$ cat config.mk
export PLATFORM = sky130hd
export DESIGN_NAME = interrupt_request_controller
export DESIGN_NICKNAME = d
export VERILOG_FILES = /design/src/rtl/interrupt_request_controller_pkg.sv /design/src/rtl/interrupt_request_controller_prienc.sv /design/src/rtl/interrupt_request_controller.sv
export SDC_FILE = /design/constraint.sdc
export NUM_CORES = 1
export LEC_CHECK = 0
export BUFFER_PORTS_ARGS = -buffer_cell sky130_fd_sc_hd__clkbuf_2
export CAP_MARGIN = 5
export CORE_MARGIN = 5
export CORE_UTILIZATION = 49
export DETAILED_ROUTE_END_ITERATION = 8
export PLACE_DENSITY = 0.84
export RECOVER_POWER = 25
export SLEW_MARGIN = 20
export SYNTH_ARGS = -nofsm -noshare
export SYNTH_HDL_FRONTEND = slang
export SYNTH_SLANG_ARGS = --single-unit
$ cat constraint.sdc
create_clock -name clk -period 2.72 [get_ports clk]
set_input_delay 0.136 -clock clk [delete_from_list [all_inputs] [get_ports clk]]
set_output_delay 0.136 -clock clk [all_outputs]
set_load 0.02 [all_outputs]
$ cat src/rtl/interrupt_request_controller_pkg.sv
// Shared interrupt definitions: FSM encoding, ISR-return register index, default mask.
// Constants only; no latency or backpressure of its own.
package interrupt_request_controller_pkg;

   typedef enum logic [1:0] {
      ST_IDLE    = 2'd0,
      ST_ASSERT  = 2'd1,
      ST_SERVICE = 2'd2
   } irq_state_t;

   // The CPU control unit decodes jalr through this register as "return from ISR".
   localparam logic [4:0] ISR_RET_REG = 5'd30;

   // Wide enough for the largest supported source count; sliced to NUM_SRC at use.
   localparam logic [15:0] IRQ_MASK_DEFAULT = 16'hFFFF;

endpackage

$ cat src/rtl/interrupt_request_controller_prienc.sv
// Fixed-priority encoder, lowest index wins; purely combinational, zero latency.
// No flow control: the index is only meaningful while o_vld is high.
module irq_priority_encoder #(
   parameter int NUM_SRC = 4,
   parameter int ID_W    = 4
) (
   input  logic [NUM_SRC-1:0] req,
   output logic [ID_W-1:0]    idx,
   output logic               vld
);

   // Scanning from the top down lets the lowest set bit overwrite the rest.
   always_comb begin
      idx = '0;
      vld = 1'b0;
      for (int i = NUM_SRC - 1; i >= 0; i--) begin
         if (req[i]) begin
            idx = ID_W'(i);
            vld = 1'b1;
         end
      end
   end

endmodule

$ cat src/rtl/interrupt_request_controller.sv
// Edge-captures peripheral requests and issues one registered interrupt pulse per service.
// Pulse one cycle after the pending bit sets; further pulses held off until isr_return.
module interrupt_request_controller
   import interrupt_request_controller_pkg::*;
#(
   parameter int NUM_SRC = 4,
   parameter int ID_W    = 4
) (
   input  logic               clk,
   input  logic               reset,
   input  logic [NUM_SRC-1:0] irq_in,
   input  logic               mask_wr_en,
   input  logic [NUM_SRC-1:0] mask_wr_data,
   input  logic               isr_return,
   output logic               interupt_signanl,
   output logic [ID_W-1:0]    irq_id,
   output logic [NUM_SRC-1:0] irq_pending,
   output logic [NUM_SRC-1:0] irq_mask,
   output logic               in_service
);

   irq_state_t         r_state;
   irq_state_t         w_state_nxt;
   logic [NUM_SRC-1:0] r_prev;
   logic [NUM_SRC-1:0] r_pending;
   logic [NUM_SRC-1:0] r_mask;
   logic [ID_W-1:0]    r_irq_id;
   logic               r_int;

   logic [NUM_SRC-1:0] w_edge;
   logic [NUM_SRC-1:0] w_eligible;
   logic [NUM_SRC-1:0] w_clr;
   logic [NUM_SRC-1:0] w_pending_nxt;
   logic [ID_W-1:0]    w_sel_idx;
   logic               w_sel_vld;
   logic               w_grant;

   assign w_edge     = irq_in & ~r_prev;
   assign w_eligible = r_pending & r_mask;

   irq_priority_encoder #(
      .NUM_SRC (NUM_SRC),
      .ID_W    (ID_W)
   ) u_prienc (
      .req (w_eligible),
      .idx (w_sel_idx),
      .vld (w_sel_vld)
   );

   always_comb begin
      w_state_nxt = r_state;
      w_grant     = 1'b0;
      case (r_state)
         ST_IDLE: begin
            if (w_sel_vld) begin
               w_state_nxt = ST_ASSERT;
               w_grant     = 1'b1;
            end
         end
         ST_ASSERT:  w_state_nxt = ST_SERVICE;
         ST_SERVICE: if (isr_return) w_state_nxt = ST_IDLE;
         default:    w_state_nxt = ST_IDLE;
      endcase
   end

   // A fresh edge on the granted source survives the clear, so it is served again later.
   assign w_clr         = w_grant ? (NUM_SRC'(1) << w_sel_idx) : '0;
   assign w_pending_nxt = (r_pending & ~w_clr) | w_edge;

   always_ff @(posedge clk or posedge reset) begin
      if (reset) begin
         r_state   <= ST_IDLE;
         r_prev    <= '0;
         r_pending <= '0;
         r_mask    <= IRQ_MASK_DEFAULT[NUM_SRC-1:0];
         r_irq_id  <= '0;
         r_int     <= 1'b0;
      end else begin
         r_state   <= w_state_nxt;
         r_prev    <= irq_in;
         r_pending <= w_pending_nxt;
         r_int     <= w_grant;
         if (mask_wr_en) r_mask <= mask_wr_data;
         if (w_grant)    r_irq_id <= w_sel_idx;
      end
   end

   assign interupt_signanl = r_int;
   assign irq_id           = r_irq_id;
   assign irq_pending      = r_pending;
   assign irq_mask         = r_mask;
   assign in_service       = (r_state != ST_IDLE);

endmodule

; Word-level counts from Yosys, hierarchy flattened
; Index checks and enable logic that the tools add are counted.
; Widths: inputs -> output; s select.
[classes]
magnitude_cmp = 0
mux = 14
div_mod_pow = 0
reduce_logical = 3
multipliers = 0
n_addsub = 0
bitwise_logic = 6
n_eq_ne = 4
shift = 1
[op_table]
columns = cell, n
row1 = $and 4x4->4, 3
row2 = $mux 2, 6
row3 = $not 4->4, 2
row4 = $mux 1, 6
row5 = $pmux 2 s3, 1
row6 = $mux 4, 1
row7 = $or 4x4->4, 1
row8 = $shl 1x4->4 const A, 1
row9 = $eq 2x1->1 const B, 1
row10 = $eq 2x2->1 const B, 1
row11 = $logic_not 2->1, 1
row12 = $ne 2x1->1 const B, 1
row13 = $ne 2x2->1 const B, 1
row14 = $reduce_and 2->1, 1
row15 = $reduce_bool 2->1, 1
[totals]
mem_bits_ro = 0
latch_bits = 0
regBits = 19
input_bits = 12
out_inout_bits = 14
memories = 0
mem_bits_rw = 0

; Depth between registers and ports, before layout
[logic_depth]
depth_word = 11
ltp_mapped = 4
mapped_depth_nobuf = 4

; Hierarchy
; Synthesis repeated with hierarchy kept, for this count alone.
[hier_totals]
hier_cells = 69
hier_area_um2 = 837.1
[modules_own_cells]
columns = module, cells_per_inst, seq_area_each_um2, n_inst, area_per_inst_um2
row1 = interrupt_request_controller, 59, 480.5, 1, 783.3
row2 = irq_priority_encoder, 10, 0.0, 1, 53.8

; Worst setup path before layout
; Ideal clock, no wire load.
[synth_path]
path_kind = reg-to-reg
startpoint = register r_pending[0], in the netlist irq_pending[0]
endpoint = register r_pending[3], in the netlist irq_pending[3]
t_required_ns = 2.599
path_buffers = 0
path_stages_with_launch = 4
setup_slack_ns = 1.562
t_arrival_ns = 1.037
synth_period_minus_slack_ns = 1.158
path_cell_list = dfrtp_1 > a22oi_2 > nand4_1 > a22o_1
[synth_between]
elab_chain_len = 8
elab_cells_between_ends = 10
cone_classes = shift (1) / mux (5) / bitwise (4)
[synth_rtl]
columns = element, line_no
row1 = "start, declared", interrupt_request_controller.sv:25  ; logic [NUM_SRC-1:0] r_pending;
row2 = "start signal, assigned", interrupt_request_controller.sv:81  ; r_pending <= w_pending_nxt;
row3 = $and 4x4->4 *, interrupt_request_controller.sv:39  ; assign w_eligible = r_pending & r_mask;
row4 = $mux 1, interrupt_request_controller_prienc.sv:17  ; if (req[i]) begin
row5 = $mux 1, interrupt_request_controller.sv:55  ; if (w_sel_vld) begin
row6 = $mux 1, interrupt_request_controller.sv:53  ; case (r_state)
row7 = $mux 4 *, interrupt_request_controller.sv:67  ; assign w_clr = w_grant ? (NUM_SRC'(1) << w_sel_idx) : '0;
row8 = $not 4->4 *, interrupt_request_controller.sv:68  ; assign w_pending_nxt = (r_pending & ~w_clr) | w_edge;
row9 = $and 4x4->4 *, interrupt_request_controller.sv:68
row10 = $or 4x4->4 *, interrupt_request_controller.sv:68
row11 = net w_pending_nxt[3], interrupt_request_controller.sv:33  ; logic [NUM_SRC-1:0] w_pending_nxt;
; The timed path passes the listed nets; every way through them passes the cells marked *.
; A chain may end at the register's enable or synchronous reset.

; Final worst setup path
[layout_path]
startpoint = register r_state[1]
endpoint = output in_service
[layout_between]
elab_chain_len = 1
[layout_rtl]
columns = element, line_no
row1 = "start, declared", interrupt_request_controller.sv:22  ; irq_state_t r_state;
row2 = "start signal, assigned", interrupt_request_controller.sv:79  ; r_state <= w_state_nxt;
row3 = $reduce_bool 2->1, interrupt_request_controller.sv:92  ; assign in_service = (r_state != ST_IDLE);
row4 = "end, declared", interrupt_request_controller.sv:19  ; output logic in_service
; No other way between the ends.

==> impl_summary.md <==
Timing
Setup violations remaining at the end of the flow were counted as 0. Clock skew on the completed layout was measured at 0.00152 ns. The sum of negative setup slack is 0 ns. The worst-margin pin slew is 0.598 ns.

Setup repair after global routing left no endpoint under its margin. The final-report hold violation count is 0. The worst path needs 1.31 ns of the cycle, external delays included. In this run the tightest slew margin relative to its limit is 0.601.

The portion of the clock cycle consumed by the worst path in the final layout is 0.482. The maximum frequency from static timing analysis is 763 MHz. The count of pins over their slew limit is 0.

Critical path
The largest stage delay on the critical path is 0.42 ns. The worst setup path is captured at an output pin. STA classifies the critical path startpoint as a flop. The largest fanout of any net on the critical path is 7. The worst endpoint data arrival time is 1.17 ns.

The critical path's slowest cell is dfrtp_1. Data on the critical path is required at its endpoint by 2.58 ns. Traced cell by cell, the critical path runs through nor2_4 -> inv_1 -> clkbuf_2. Across all register-to-register paths, the minimum setup slack is 1.56 ns. The critical path is of the flop to output pin type.

Outcome
The run finished with clean final reports.

Clock tree
The TritonCTS clock tree is yes. The clock net in this run drives a total of 17 sinks. Counting along the longest clock path gives a buffer depth of 2. The CTS buffer count is 3.

The clock-pin transition on the worst setup and hold timing paths is 0.09 ns. The number of H-tree levels is 1. The clock root buffer master is clkbuf_4. The clock reaches the later pin of the worst-skew pair after 0.28 ns.

Place
The final HPWL from detailed placement is 1.02 mm. In this run the tool buffered the top-level ports with 23 buffer cells. The count of placed standard cells including taps is 90. The placed instances occupy a cell area of 800 µm².

At the end of routability-driven placement, the weighted congestion stood at 0.688.

Logic synthesis
In this run, distinct cell masters in the synthesized netlist total 19. The portion of synthesized area spent on multiplexers is 0.0832. Of the synthesized area, sequential elements account for 0.636. Of the total synthesized cell area, the portion taken by XOR and XNOR cells is 0. The fraction of the mapped netlist area in simple logic gates is 0.0739. Counting flops and latches in the post-synthesis netlist gives 17. In this run the mean area of a mapped cell was 12.8 µm².

By area, the combinational part of the netlist is dominated by compound AO/OA/AOI/OAI gates. The synthesized-area fraction occupied by ao, oa, aoi and oai cells was 0.146. Synthesis handed over a netlist of 53 instances. During synthesis, Yosys emitted a total of 0 warnings. The adder and majority gate portion of the synthesized area is 0.

After synthesis the cells add up to 677 µm².

Finish
The number of fill cells is 101. The count of antenna diodes in the layout is 0. The final layout contains 97 nets. The fraction of layout instances using a drive strength above 1 is 0.393. The finished layout holds 99 standard cells, fillers aside. Once layout is done, the placed cells without fillers occupy 873 µm². The area overhead of the layout relative to synthesis is 29.0%.

Floorplanning
The die span in x is 47.2 µm. The chip height is 47.2 µm. 26 I/O pins were placed. The placement row count is 13. The area of the die is 2220 µm². The core region area is 1300 µm². The initial utilization of the core area, before any placement, comes to 0.520.

Drt
After the first detailed-routing iteration, the DRC count stood at 6. The final routed wire length divided by cell count is 13.5 µm. Dividing the detail-routed via count by the number of cells gives 4.99. The first detailed-routing pass ran for 3 iterations. The number of DRC violations after detailed routing is 0. The routed layout has 494 vias.

The number of antenna-violating nets in the routed design is 0. The total wire length is 1.34 mm.

Power
The areal power density over the cells is 987 nW/µm². The completed layout was analyzed and its total power is 862 µW. The leakage power figure is 0.431 nW.

VDD sags by at most 0.739 mV.

Global route
After global routing the overflow that remains totals 0. The number of antenna violations at the first check in global routing is 0. The first global-routing pass estimated 2.22 mm of wire. The total global routing track utilization is 0.146.

The maximum number of pins on one net before global-route repair is 18. The number of global-route vias before repair was 507.

Flow run
The number of violations of the max-capacitance limit is 0.

Hold path
The class of the tightest hold or removal check is primary input to flop.
-- stage by stage --
step	utilization	worst slack, ns	hold slack (ns)
4_1_cts	0.673	1.39	0.0739
3_3_place_gp	0.614	1.62	0.212
2_1_floorplan	-	1.56	0.0592
5_1_grt	0.671	1.34	0.0645
6_report	0.671	1.41	0.0857
3_5_place_dp	0.614	1.56	0.223
-- cell usage after synthesis --
cell type,number,area (µm²)
nand4_1,1,6.26
a21oi_1,2,10.0
nand2_1,5,18.8
a22o_1,3,26.3
a31oi_1,2,12.5
nand3_1,2,10.0
dfstp_2,4,105
dfrtp_1,13,325
conb_1,1,3.75
buf_4,2,15.0
nor2_1,1,3.75
o22a_2,1,10.0
o22a_1,1,8.76
a22o_2,1,10.0
a32oi_1,1,8.76
mux2_2,5,56.3
nor2_4,1,11.3
a22oi_2,1,12.5
inv_1,6,22.5
-- worst paths after layout --
kind	start	to	cells past startpoint
max	r_state[1]	in_service	3
min	mask_wr_data[0]	irq_mask[0]	2
max reg2reg	irq_pending[0]	irq_pending[3]	3
min reg2reg	irq_id[0]	irq_id[0]	1
max in group asynchronous	reset	irq_id[1]	3
min in group asynchronous	reset	r_prev[2]	3
-- what timing repair did --
| item | CTS | global route |
|---|---|---|
| setup endpoints to repair | 0 | 0 |
| hold endpoints to repair | 17 | 0 |
| resized for setup | 0 | 0 |
| hold buffers | 5 | 0 |
| buffers inserted | 0 | 0 |
-- report_power, final --
part,internal [mW],switching [mW],total (mW)
Combinational,0.139,0.199,0.338
Sequential,0.328,0.0673,0.395
Clock,0.0569,0.0720,0.129
-- metal layers --
layer | global-route usage | vias up | part of all wire
li1 | - | 245 | -
met1 | 0.174 | 230 | 0.41
met2 | 0.241 | 19 | 0.49
met3 | 0.0805 | 0 | 0.099
met4 | 0.0166 | 0 | 0
met5 | 0 | - | 0
-- cell families after synthesis --
logic type             Yosys count
buffers and inverters            8
AOI/OAI and AO/OA               12
DFF                             17
and+or+nand+nor                 10
muxes                            5
other                            1
-- flip-flops by register name, indices dropped and copies added, names as in the netlist --
name,count
irq_pending,4
irq_mask,4
interupt_signanl,1
irq_id,2
r_prev,4
r_state,2
-- layout make-up --
class,instances,area (µm²),area share
inverters,6,22.5,0.0258
clock buffers,4,26.3,0.0301
well taps,15,18.8,0.0215
repair buffers,28,163,0.186
multi-input cells,29,213,0.244
flip-flops and latches,17,430,0.493
-- cells in the final DEF, fill, tap and decap left out, types with 2 or more instances in the layout --
cell type and n:
clkbuf_2 21, clkbuf_4 3, a31oi_1 2, conb_1 2, dfrtp_1 13, mux2_2 5
dfstp_1 4, clkbuf_1 3, nand3_1 2, inv_1 6, nand2_1 5, a21oi_1 2
dlygate4sd3_1 5, a22o_1 3
-- critical path: cells and delay by family, from the launching register on --
kind          cells  cell delay, ns
flops             1            0.42
simple gates      1            0.17
buf+inv           2            0.30
Note: power is estimated with default switching activity, not from simulation.
